==> src/rtl/mos6502_lite_core.sv <==
// ============================================================================
// Module   : mos6502_lite_core
// Purpose  : Reduced cycle-accurate 6502 core: reset vector, loads, stores,
//            JMP abs and implied instructions over a registered address bus.
// Revision : 1.0 - initial release
// ============================================================================
`default_nettype none

module mos6502_lite_core #(
    parameter logic [15:0] RESET_VECTOR = 16'hFFFC,
    parameter logic [7:0]  P_RESET      = 8'h34
) (
    input  logic        clk,
    input  logic        resetn,
    input  logic [7:0]  rd_data,
    output logic [15:0] address,
    output logic [7:0]  wr_data,
    output logic        wr_enable
);

    localparam logic [2:0] RST_LO   = 3'd0;
    localparam logic [2:0] RST_HI   = 3'd1;
    localparam logic [2:0] RST_JMP  = 3'd2;
    localparam logic [2:0] FETCH    = 3'd3;
    localparam logic [2:0] EXEC2    = 3'd4;
    localparam logic [2:0] ABS_HI   = 3'd5;
    localparam logic [2:0] ABS_EXEC = 3'd6;

    logic [2:0]  r_state;
    logic [15:0] PC;
    logic [7:0]  P;
    logic [7:0]  r_a, r_x, r_y, r_s, r_ir, r_lo, r_hi;

    logic [2:0]  w_state_nxt;
    logic [15:0] w_pc_nxt, w_addr_nxt, w_pc_inc;
    logic [7:0]  w_p_nxt, w_a_nxt, w_x_nxt, w_y_nxt, w_s_nxt;
    logic [7:0]  w_ir_nxt, w_lo_nxt, w_hi_nxt, w_wd_nxt, w_res;
    logic        w_we_nxt, w_set_nz;

    assign w_pc_inc = PC + 16'd1;

    always_comb begin
        w_state_nxt = r_state;
        w_pc_nxt    = PC;
        w_addr_nxt  = address;
        w_p_nxt     = P;
        w_a_nxt     = r_a;
        w_x_nxt     = r_x;
        w_y_nxt     = r_y;
        w_s_nxt     = r_s;
        w_ir_nxt    = r_ir;
        w_lo_nxt    = r_lo;
        w_hi_nxt    = r_hi;
        w_wd_nxt    = wr_data;
        w_we_nxt    = 1'b0;
        w_res       = 8'h00;
        w_set_nz    = 1'b0;

        case (r_state)
            RST_LO: begin
                w_lo_nxt    = rd_data;
                w_addr_nxt  = RESET_VECTOR + 16'd1;
                w_state_nxt = RST_HI;
            end
            RST_HI: begin
                w_hi_nxt    = rd_data;
                w_state_nxt = RST_JMP;
            end
            RST_JMP: begin
                w_pc_nxt    = {r_hi, r_lo};
                w_addr_nxt  = {r_hi, r_lo};
                w_state_nxt = FETCH;
            end
            FETCH: begin
                w_ir_nxt    = rd_data;
                w_pc_nxt    = w_pc_inc;
                w_addr_nxt  = w_pc_inc;
                w_state_nxt = EXEC2;
            end
            EXEC2: begin
                case (r_ir)
                    8'hA9, 8'hA2, 8'hA0: begin
                        if (r_ir == 8'hA9) w_a_nxt = rd_data;
                        if (r_ir == 8'hA2) w_x_nxt = rd_data;
                        if (r_ir == 8'hA0) w_y_nxt = rd_data;
                        w_res       = rd_data;
                        w_set_nz    = 1'b1;
                        w_pc_nxt    = w_pc_inc;
                        w_addr_nxt  = w_pc_inc;
                        w_state_nxt = FETCH;
                    end
                    8'hAD, 8'hAE, 8'hAC, 8'h8D, 8'h8E, 8'h8C, 8'h4C: begin
                        w_lo_nxt    = rd_data;
                        w_pc_nxt    = w_pc_inc;
                        w_addr_nxt  = w_pc_inc;
                        w_state_nxt = ABS_HI;
                    end
                    default: begin
                        // Implied ops: the cycle is a dummy read of PC
                        w_addr_nxt  = PC;
                        w_state_nxt = FETCH;
                        case (r_ir)
                            8'h18: w_p_nxt[0] = 1'b0;
                            8'h38: w_p_nxt[0] = 1'b1;
                            8'h58: w_p_nxt[2] = 1'b0;
                            8'h78: w_p_nxt[2] = 1'b1;
                            8'hB8: w_p_nxt[6] = 1'b0;
                            8'hAA: begin w_res = r_a;         w_x_nxt = w_res; w_set_nz = 1'b1; end
                            8'h8A: begin w_res = r_x;         w_a_nxt = w_res; w_set_nz = 1'b1; end
                            8'hA8: begin w_res = r_a;         w_y_nxt = w_res; w_set_nz = 1'b1; end
                            8'h98: begin w_res = r_y;         w_a_nxt = w_res; w_set_nz = 1'b1; end
                            8'hE8: begin w_res = r_x + 8'd1;  w_x_nxt = w_res; w_set_nz = 1'b1; end
                            8'hC8: begin w_res = r_y + 8'd1;  w_y_nxt = w_res; w_set_nz = 1'b1; end
                            8'hCA: begin w_res = r_x - 8'd1;  w_x_nxt = w_res; w_set_nz = 1'b1; end
                            8'h88: begin w_res = r_y - 8'd1;  w_y_nxt = w_res; w_set_nz = 1'b1; end
                            default: ;
                        endcase
                    end
                endcase
            end
            ABS_HI: begin
                if (r_ir == 8'h4C) begin
                    w_pc_nxt    = {rd_data, r_lo};
                    w_addr_nxt  = {rd_data, r_lo};
                    w_state_nxt = FETCH;
                end else begin
                    w_pc_nxt    = w_pc_inc;
                    w_addr_nxt  = {rd_data, r_lo};
                    w_state_nxt = ABS_EXEC;
                    // Strobe is registered so it lines up with the effective address
                    case (r_ir)
                        8'h8D: begin w_we_nxt = 1'b1; w_wd_nxt = r_a; end
                        8'h8E: begin w_we_nxt = 1'b1; w_wd_nxt = r_x; end
                        8'h8C: begin w_we_nxt = 1'b1; w_wd_nxt = r_y; end
                        default: ;
                    endcase
                end
            end
            ABS_EXEC: begin
                w_addr_nxt  = PC;
                w_state_nxt = FETCH;
                case (r_ir)
                    8'hAD: begin w_a_nxt = rd_data; w_res = rd_data; w_set_nz = 1'b1; end
                    8'hAE: begin w_x_nxt = rd_data; w_res = rd_data; w_set_nz = 1'b1; end
                    8'hAC: begin w_y_nxt = rd_data; w_res = rd_data; w_set_nz = 1'b1; end
                    default: ;
                endcase
            end
            default: begin
                w_addr_nxt  = RESET_VECTOR;
                w_state_nxt = RST_LO;
            end
        endcase

        if (w_set_nz) begin
            w_p_nxt[7] = w_res[7];
            w_p_nxt[1] = (w_res == 8'h00);
        end
    end

    always_ff @(posedge clk or negedge resetn) begin
        if (!resetn) begin
            r_state   <= RST_LO;
            PC        <= 16'h0000;
            P         <= P_RESET;
            r_a       <= 8'h00;
            r_x       <= 8'h00;
            r_y       <= 8'h00;
            r_s       <= 8'hFD;
            r_ir      <= 8'h00;
            r_lo      <= 8'h00;
            r_hi      <= 8'h00;
            address   <= RESET_VECTOR;
            wr_data   <= 8'h00;
            wr_enable <= 1'b0;
        end else begin
            r_state   <= w_state_nxt;
            PC        <= w_pc_nxt;
            P         <= w_p_nxt;
            r_a       <= w_a_nxt;
            r_x       <= w_x_nxt;
            r_y       <= w_y_nxt;
            r_s       <= w_s_nxt;
            r_ir      <= w_ir_nxt;
            r_lo      <= w_lo_nxt;
            r_hi      <= w_hi_nxt;
            address   <= w_addr_nxt;
            wr_data   <= w_wd_nxt;
            wr_enable <= w_we_nxt;
        end
    end

endmodule

`default_nettype wire

==> config.mk <==
export PLATFORM = sky130hd
export DESIGN_NAME = mos6502_lite_core
export DESIGN_NICKNAME = d
export VERILOG_FILES = /design/src/rtl/mos6502_lite_core.sv
export SDC_FILE = /design/constraint.sdc
export NUM_CORES = 1
export LEC_CHECK = 0
export CORE_MARGIN = 8
export CORE_UTILIZATION = 40
export CTS_BUF_LIST = sky130_fd_sc_hd__clkbuf_4
export DETAILED_ROUTE_END_ITERATION = 7
export SETUP_SLACK_MARGIN = 0.2
export SLEW_MARGIN = 20
export SYNTH_ARGS = -nofsm -noshare
export SYNTH_HDL_FRONTEND = slang
export SYNTH_SLANG_ARGS = --single-unit
==> constraint.sdc <==
create_clock -name clk -period 2.86 [get_ports clk]
set_input_delay 0.286 -clock clk [delete_from_list [all_inputs] [get_ports clk]]
set_output_delay 0.286 -clock clk [all_outputs]
set_load 0.03 [all_outputs]
==> out/results.ini <==
[detailed_routing]
first_pass_iters=6
antenna_left=0
wirelength_mm=21.3
wl_per_cell_um=21.2
viasPerCell=6.20
drc=0
num_vias=6230
drt_iter0_markers=700

[cts]
numCtsBuffers=9
cts_tree=done
clockBufferDepth=2
clkTransAtPathRegs_ps=160
clock-sinks=92
worstSkewPairLatency_ps=510
clk_root_buffer_cell=clkbuf_4
htree_num_levels=3

[logic_synthesis]
async_flop_share=1.00
synth_most_common_cell=nand2_1
yosysTopAreaCellShare=0.307
synth_common_cells=100 x nand2_1, 78 x dfrtp_1, 64 x nor2_1
synth-xor-area-share=0.0152
synthTopCellsByArea=dfrtp_1 31%, nand2_1 5.9%, dfstp_2 5.8%
yosysWarnings=0
synth_compound_area_frac=0.271
synth_edf_count=0
synth_mux_area_frac=0.0695
synth_fa_ha_area_frac=0.00590
netlist_area_mm2=0.00636
synth_top_family_by_area=compound AO/OA/AOI/OAI gates
synth_cells=748
synth_nets=761
ys_ff_latch=92
synth.yosys.seq_area_share=0.365
synth-main-ff-cell=dfrtp_1
yosys.area.top_type=dfrtp_1
yosysUniqueCellTypes=77
avgSynthCellArea_um2=8.50
yosys.area_share.simple=0.227

[worst_hold_path]
hold_class=input port to async pin

[sta]
slew-limit-headroom=0.356
rsz0062_at_grt=true
finalWorstSetupSlack_ps=212
skew_ps=22.1
timing.final.crit_share=0.926
hold_viol=0
tightest_slew_ps=966
slew_viol_final=0
setup_viol=0
fin_setup_tns_ps=0
max_freq_ghz=0.378
finalCriticalPeriod_ps=2650
hold_slack_ps=276

[global_route]
first_global_vias=6090
grt_usage=0.215
grt_max_degree=53
grt_overflow_total=0
grt_pass1_wl_mm=34.0
antenna_found_initial=1

[placement]
place_ws_ps=108
portBuffers=34
dp.final_hpwl_mm=15.4
gp_congestion=0.914

[cells_and_area]
top_regs=PC (16), address (16)
drive_above_1_share=0.179
nets=795
syn_to_final_growth_pct=15.9
post-route-util=0.469
fill_cells=1535

[run]
maxCapViolations=0

[power]
switchingPower_w=0.00309
p_seq_frac=0.406
internal_power_w=0.00351
p_comb_frac=0.486
switching_share=0.468
power.density_mw_per_mm2=896
leakage_nw=2.98
irDropWorstVdd_uv=483
p_clk_frac=0.108

[setup_path]
required_ps=3320
setup.worst_path.end_class=flip-flop
worstPathArrival_ps=3110
critPathBufInv=0
worstSetupPathType=flip-flop to flip-flop
startpoint_type=flip-flop
slowest_delay_ps=550
cp_top_family=simple AND/OR/NAND/NOR gates
critPathMaxFanout=6
worstPathCellList=or3b_1 -> or4_4 -> xnor2_2 -> ha_2 -> nor4_1 -> mux2i_1 -> or3_1 -> nand3_1 -> a22o_1
cp_slowest_cell=or4_4

[die]
pin_count=35
coreArea_mm2=0.0157
num_rows=46
dieHeight_um=142
die_x_um=142
die_area_mm2=0.0202
initial_core_util=0.405

[outcome]
status=completed

## layout by cell type (no fill, tap or decap), drive strengths merged, types with 9 or more instances in the layout
cell type / n
a21oi: 51
a22oi: 14
a31oi: 20
and3: 16
buf: 54
clkbuf: 9
clkdlybuf4s50: 33
dfrtp: 78
dfstp: 14
inv: 11
mux2: 25
mux2i: 16
nand2: 100
nand3: 23
nor2: 64
nor3: 16
o21ai: 45
o221ai: 13
o31ai: 15
## final timing paths
kind                        startpoint          end  slack (ps)  cells after the start
setup / recovery               r_ir[5]       r_x[4]         210                      9
hold / removal                  resetn        PC[3]         280                      2
setup reg to reg               r_ir[5]       r_x[4]         210                      9
hold reg to reg            address[15]  address[15]         520                      2
max in group asynchronous       resetn  address[10]        1850                      3
min in group clk            rd_data[0]      r_ir[0]         510                      4
## what timing repair did
action / in CTS / in global routing
gates resized for setup: 2 / 13
buffers inserted: 1 / 3
pin swaps: 0 / 6
hold buffers: 1 / 0
endpoints found under the hold margin: 31 / 0
endpoints found under the setup margin: 3 / 22
## worst reg2reg max path, stage by stage, from the launching register on
cell and delay, ps:
dfrtp_1 410, or3b_1 380, or4_4 550, xnor2_2 150, ha_2 230, nor4_1 230
mux2i_1 130, or3_1 320, nand3_1 80, a22o_1 130
## power by group through the flow
stage	clock network (W)	logic (W)	registers (W)
global route	0.000786	0.00351	0.00276
floorplan	0	0.00224	0.00246
CTS	0.000739	0.00316	0.00265
global placement	0	0.00306	0.00266
finish	0.000713	0.00321	0.00268
detailed placement	0	0.00313	0.00268
## cells by family after synthesis
group | after synthesis
AND/OR/NAND/NOR | 287
AO/OA/AOI/OAI | 242
flip-flops | 92
buffers and inverters | 72
multiplexers | 41
XOR/XNOR | 11
adder cells (fa/ha/maj) | 3
## through the flow
step / power, W / instance area, um2 / std cells
5_1_grt: 0.00705 / 7370 / 1004
3_3_place_gp: 0.00572 / 7140 / 982
3_5_place_dp: 0.00581 / 7140 / 982
4_1_cts: 0.00655 / 7290 / 1000
2_1_floorplan: 0.00471 / 6400 / 748
6_report: 0.00660 / 7370 / 1005
## routing by layer
| metal | part of all wire | vias up | GRT usage |
|---|---|---|---|
| li1 | - | 2888 | - |
| met1 | 0.43 | 3050 | 0.271 |
| met2 | 0.48 | 231 | 0.351 |
| met3 | 0.052 | 61 | 0.0299 |
| met4 | 0.040 | 0 | 0.111 |
| met5 | 0 | - | 0 |
## layout make-up
| class | count | area [um2] | share of cell area |
|---|---|---|---|
| timing repair buffer | 88 | 771 | 0.105 |
| antenna | 2 | 5.00 | 0.000679 |
| clock inverter | 7 | 57.6 | 0.00781 |
| clock buffer | 9 | 67.6 | 0.00917 |
| inverter | 7 | 26.3 | 0.00357 |
| multi-input combinational | 584 | 3850 | 0.522 |
| tap | 216 | 270 | 0.0367 |
| sequential | 92 | 2320 | 0.315 |
No activity file was read; power rests on OpenSTA's default activity.
